File: src/rtl/micro_sequencer.sv
// Microprogrammed sequencer: writable control store, BOOT/RUN/HALT FSM, micro-call stack.
// Latency: one word per cycle; upc and cw load together on the edge, ctrl is cw's upper field.
// Backpressure: ext_stall freezes RUN; a DISPATCH word waits for instr_valid (instr_ready is combinational).
// Ports: eclk/reset (sync, active-high); cs_we/cs_waddr/cs_wdata load the store in any state;
//   instr/instr_valid/instr_ready form the dispatch handshake; flags feed BRANCH and NOP-WAIT;
//   resume restarts from HALT; ctrl/ctrl_valid drive the datapath; upc, ir, halted, err are status.
module micro_sequencer #(
  parameter int AW          = 4,
  parameter int CW          = 29,
  parameter int DW          = 8,
  parameter int OPC_LSB     = 2,
  parameter int STACK_DEPTH = 4
) (
  input  logic             eclk,
  input  logic             reset,
  input  logic             cs_we,
  input  logic [AW-1:0]    cs_waddr,
  input  logic [CW-1:0]    cs_wdata,
  input  logic [DW-1:0]    instr,
  input  logic             instr_valid,
  output logic             instr_ready,
  input  logic [3:0]       flags,
  input  logic             ext_stall,
  input  logic             resume,
  output logic [CW-AW-6:0] ctrl,
  output logic             ctrl_valid,
  output logic [AW-1:0]    upc,
  output logic [DW-1:0]    ir,
  output logic             halted,
  output logic [1:0]       err
);

  localparam int SPW = $clog2(STACK_DEPTH + 1);
  localparam int SIW = (STACK_DEPTH > 1) ? $clog2(STACK_DEPTH) : 1;

  localparam logic [2:0] M_SEQ  = 3'd0;
  localparam logic [2:0] M_JMP  = 3'd1;
  localparam logic [2:0] M_DISP = 3'd2;
  localparam logic [2:0] M_BR   = 3'd3;
  localparam logic [2:0] M_CALL = 3'd4;
  localparam logic [2:0] M_RET  = 3'd5;
  localparam logic [2:0] M_WAIT = 3'd6;

  typedef enum logic [1:0] {BOOT, RUN, HALT} state_t;

  state_t          state, state_nxt;
  logic [CW-1:0]   cs [2**AW];
  logic [CW-1:0]   cw;
  logic [AW-1:0]   nxt;
  logic [SPW-1:0]  sp;
  logic [SPW-1:0]  sp_dec;
  logic [AW-1:0]   stk [STACK_DEPTH];
  logic [SIW-1:0]  push_idx, pop_idx;

  logic [2:0]      mode;
  logic [1:0]      csel;
  logic [AW-1:0]   next_f, upc_inc, opc;
  logic            full, empty;
  logic            adv, push, pop, load_ir, set_ovf, set_unf, clr;

  assign next_f   = cw[AW-1:0];
  assign mode     = cw[AW+2:AW];
  assign csel     = cw[AW+4:AW+3];
  assign ctrl     = cw[CW-1:AW+5];
  assign upc_inc  = upc + AW'(1);
  assign opc      = instr[OPC_LSB+AW-1:OPC_LSB];
  assign full     = (sp == SPW'(STACK_DEPTH));
  assign empty    = (sp == '0);
  assign sp_dec   = sp - SPW'(1);
  assign push_idx = sp[SIW-1:0];
  assign pop_idx  = sp_dec[SIW-1:0];
  // Handshake and status outputs drop as soon as reset is asserted.
  assign halted   = (state == HALT) && !reset;

  always_comb begin
    state_nxt   = state;
    nxt         = upc;
    adv         = 1'b0;
    push        = 1'b0;
    pop         = 1'b0;
    load_ir     = 1'b0;
    set_ovf     = 1'b0;
    set_unf     = 1'b0;
    clr         = 1'b0;
    instr_ready = 1'b0;
    ctrl_valid  = 1'b0;
    unique case (state)
      BOOT: begin
        nxt       = '0;
        adv       = 1'b1;
        state_nxt = RUN;
      end
      HALT: begin
        if (resume) begin
          nxt       = '0;
          adv       = 1'b1;
          clr       = 1'b1;
          state_nxt = RUN;
        end
      end
      RUN: begin
        if (!ext_stall) begin
          ctrl_valid = 1'b1;
          case (mode)
            M_SEQ: begin
              nxt = upc_inc;
              adv = 1'b1;
            end
            M_JMP: begin
              nxt = next_f;
              adv = 1'b1;
            end
            M_DISP: begin
              if (instr_valid) begin
                instr_ready = 1'b1;
                load_ir     = 1'b1;
                nxt         = opc;
                adv         = 1'b1;
              end else begin
                // Waiting for an instruction: the word is not executing.
                ctrl_valid = 1'b0;
              end
            end
            M_BR: begin
              nxt = flags[csel] ? next_f : upc_inc;
              adv = 1'b1;
            end
            M_CALL: begin
              if (full) begin
                set_ovf   = 1'b1;
                state_nxt = HALT;
              end else begin
                push = 1'b1;
                nxt  = next_f;
                adv  = 1'b1;
              end
            end
            M_RET: begin
              if (empty) begin
                set_unf   = 1'b1;
                state_nxt = HALT;
              end else begin
                pop = 1'b1;
                nxt = stk[pop_idx];
                adv = 1'b1;
              end
            end
            M_WAIT: begin
              // Re-reads the same word while the flag is low so store writes are seen.
              nxt = flags[csel] ? upc_inc : upc;
              adv = 1'b1;
            end
            default: begin
              state_nxt = HALT;
            end
          endcase
        end
      end
      default: state_nxt = BOOT;
    endcase
    if (reset) begin
      instr_ready = 1'b0;
      ctrl_valid  = 1'b0;
    end
  end

  // Control store: never reset; the cw read below sees the pre-write word on a collision.
  always_ff @(posedge eclk) begin
    if (cs_we) cs[cs_waddr] <= cs_wdata;
  end

  always_ff @(posedge eclk) begin
    if (!reset && push) stk[push_idx] <= upc_inc;
  end

  always_ff @(posedge eclk) begin
    if (reset) begin
      state <= BOOT;
      upc   <= '0;
      cw    <= '0;
      ir    <= '0;
      sp    <= '0;
      err   <= '0;
    end else begin
      state <= state_nxt;
      if (adv) begin
        upc <= nxt;
        cw  <= cs[nxt];
      end
      if (load_ir) ir <= instr;
      if (clr) begin
        sp  <= '0;
        err <= '0;
      end else begin
        if (push)     sp <= sp + SPW'(1);
        else if (pop) sp <= sp_dec;
        if (set_ovf) err[0] <= 1'b1;
        if (set_unf) err[1] <= 1'b1;
      end
    end
  end

endmodule

File: config.mk
export PLATFORM = sky130hd
export DESIGN_NAME = micro_sequencer
export DESIGN_NICKNAME = d
export VERILOG_FILES = /design/src/rtl/micro_sequencer.sv
export SDC_FILE = /design/constraint.sdc
export NUM_CORES = 1
export LEC_CHECK = 0
export BUFFER_PORTS_ARGS = -buffer_cell sky130_fd_sc_hd__buf_4
export CAP_MARGIN = 20
export CORE_MARGIN = 5
export CORE_UTILIZATION = 35
export CTS_BUF_LIST = sky130_fd_sc_hd__clkbuf_8
export CTS_CLUSTER_SIZE = 24
export DETAILED_ROUTE_END_ITERATION = 16
export MAX_ROUTING_LAYER = met4
export PLACE_DENSITY = 0.62
export SKIP_CTS_REPAIR_TIMING = 1
export SYNTH_ARGS = -nofsm -noshare
export SYNTH_HDL_FRONTEND = slang
export SYNTH_SLANG_ARGS = --single-unit
File: constraint.sdc
create_clock -name eclk -period 8.07 [get_ports eclk]
set_input_delay 1.2105 -clock eclk [delete_from_list [all_inputs] [get_ports eclk]]
set_output_delay 1.2105 -clock eclk [all_outputs]
set_load 0.05 [all_outputs]
==> qor.txt <==
Post-route ant nets -> 0
Total gr overflow -> 0
Top area cells in the synthesized netlist -> edfxtp_1 69%, nand2_1 6.2%, mux2i_1 5.0%
Post-route setup slack -> 3.27 ns
Synth Cell Area -> 20900 sq um
Core footprint -> 59100 sq um
Vias in the first global route -> 12400
Placed cell area -> 22400 sq um
Ys flop type -> edfxtp_1
H-Tree Depth -> 3
Startpoint Class -> register
Crit-path cells -> inv_1, ha_1, nand3b_1, o21bai_1, a221oi_1, nand2_1, a2bb2oi_4, buf_4, and2_2, buf_4, a31oi_1, o211ai_1, nand3_1
Port bufs -> 87
Reg2Reg Setup Slack -> 3.27 ns
Adder-Cell Fraction of Synth Area -> 0.00359
Dpl hpwl -> 26.5 mm
Overall fraction of global-route tracks in use -> 0.159
Fmax -> 208 MHz
Post-synthesis simple-gate area fraction -> 0.127
CTS Root Cell -> clkbuf_8
Most Frequent Cell on Critical Path -> buf_4
Num CTS Buffers -> 83
First-pass GRT wire length -> 75.9 mm
Deepest clock path buffer count -> 3
RD Place Congestion -> 0.814
Yosys warning total -> 0
Hold Path Sink -> cw[27]
Synthesized flop and latch total -> 528
WHS -> 0.454 ns
Routed len/inst -> 20.7 um
Worst vdd ir -> 122 uV
Share of post-route cells with drive strength above 1 -> 0.157
Post-synth cell types -> 58
DRC violation count after routing -> 0
Mux contribution to synthesized area -> 0.0614
Initial cell density of the core -> 0.354
Setup TNS Final -> 0 ns
Slowest cell delay on critical path -> 0.81 ns
Crit path time final -> 4.80 ns
Max-slew headroom -> 0.367
Synth Net Count -> 1565
R2R depth -> 13
Status -> complete, no violations
Fin nets -> 1657
ANT cells -> 0
Pre-antenna DRT Iters -> 5
Leakage -> 8.20 nW
RSZ-0062 raised after global routing -> false
Critical path buffers and inverters -> 3
WP data required -> 8.57 ns
Worst Path Max Fanout -> 51
Fin. max-slew vios -> 0
Num ports -> 88
Post-synth EDFFs -> 480
Clock sinks -> 528
CP max-delay cell -> a221oi_1
Setup violation total in the final timing report -> 0
Synth area leader -> edfxtp_1
CP top delay family -> compound AO/OA/AOI/OAI gates
Period utilization -> 0.595
Worst-Margin Slew -> 0.949 ns
Hold WC Path Type -> reg -> reg
Top-count cell post-synth -> edfxtp_1
Commonest cells post-synth -> 480 x edfxtp_1, 344 x nand2_1, 134 x nand3_1
Ys async rst share -> 0
Largest net degree at the start of global routing -> 86
Pwr per Cell Area -> 240 nW/um^2
Top cell type's share of synthesized area -> 0.689
Complex-gate fraction of the synthesized area -> 0.0443
Critical Path AT -> 5.31 ns
Total power draw -> 5.74 mW
FF-to-FF End -> cw[13]
Sequential share of the synthesized area -> 0.735
Clock slew at reported path FFs -> 0.06 ns
Main combinational cell family by area after synthesis -> simple AND/OR/NAND/NOR gates
Initial antenna violation count -> 0
Layout area overhead -> 14.4%
Critical path type -> reg -> reg
Num rows -> 89
Syn avg cell area -> 13.9 sq um
Final instance area -> 23900 sq um
Hold path startpoint -> cw[27]
Critical Path End Type -> register
Drt total wl -> 50.6 mm
Hold Vio Cnt, Final -> 0
Total Die Area -> 64700 sq um
Post-synthesis xor/xnor area fraction -> 0.00168
CTS tree -> built
Max Clock Skew -> 0.0335 ns
Drt via density -> 5.17
Hold depth -> 2
Die Wd -> 254 um
Worst slack, placed -> 3.05 ns
Max Cap Viol -> 0
Die H -> 254 um
First DRT Iteration DRCs -> 1068
Gate count of the mapped netlist -> 1508
Worst skew pair latency -> 0.64 ns
RR Startpoint -> sp[0]
Vias -> 12600
-- per-layer routing --
metal  track usage  part of all wire  wire, um  up-vias
li1              -                 -         -     5786
met2         0.244              0.47     23700      475
met1         0.219              0.45     22600     6297
met4        0.0414             0.018       919        0
met3        0.0330             0.068      3420       76
met5             -                 0         0        -
-- worst max-delay path by stage --
stage	from	to	slack [ns]	depth (start not counted)
2_1_floorplan	cs_waddr[3]	cs[0][0]	3.89	2
5_1_grt	sp[0]	cw[23]	2.89	12
4_1_cts	sp[0]	cw[13]	3.23	13
6_report	sp[0]	cw[13]	3.27	13
3_3_place_gp	instr_valid	cw[22]	3.23	12
3_5_place_dp	instr_valid	cw[13]	3.05	12
-- report_power, final --
part	switching (mW)	internal, mW	total [mW]
Combinational	0.394	0.178	0.572
Clock	1.01	1.04	2.05
Sequential	0.0526	3.06	3.11
-- registers in the layout (all words and copies together), names as in the netlist --
signal and cells:
state 2, err 2, upc 4, stk 16, sp 3, ir 8
cw 29, cs 464
-- area by class of cell --
cell class                 instances  area (sq um)
timing repair buffer             116           908
tap                              773           967
clock buffer                      91          1250
inverter                           9          33.8
sequential                       528         15400
multi-input combinational        862          5110
clock inverter                    63           273
fill                            5379         35200
-- per-stage QoR --
stage	utilization	instances
CTS	0.405	2442
global placement	0.378	2287
global route	0.405	2442
floorplan	-	1508
detailed placement	0.379	2288
finish	0.405	2442
-- tightest hold or removal path: stages, from the launching register on --
cell and delay (ns):
dfxtp_1 0.32, nand2_1 0.05, nand3_1 0.05
-- placed cells by master (no fill, tap or decap), types with 7 or more instances in the layout --
| cell | count |
|---|---|
| clkinv_1 | 14 |
| dfxtp_1 | 48 |
| buf_4 | 113 |
| nand4_1 | 26 |
| mux4_2 | 7 |
| nor2_1 | 25 |
| nand2_1 | 343 |
| and3_1 | 7 |
| clkbuf_8 | 91 |
| edfxtp_1 | 480 |
| mux2i_1 | 105 |
| nand2b_1 | 11 |
| o21ai_0 | 8 |
| nand3_1 | 134 |
| nor2_4 | 14 |
| clkinv_2 | 11 |
| a31oi_1 | 55 |
| o211ai_1 | 28 |
| a211oi_1 | 10 |
| inv_1 | 43 |
-- kinds of logic (layout without fill, tap and decap cells) --
group | Yosys count | in the layout
compound gates | 133 | 133
simple gates | 603 | 603
buf+inv | 118 | 279
fa+ha+maj | 6 | 6
xor+xnor | 4 | 4
mux | 116 | 116
flops | 528 | 528
Note: power is estimated with default switching activity, not from simulation.
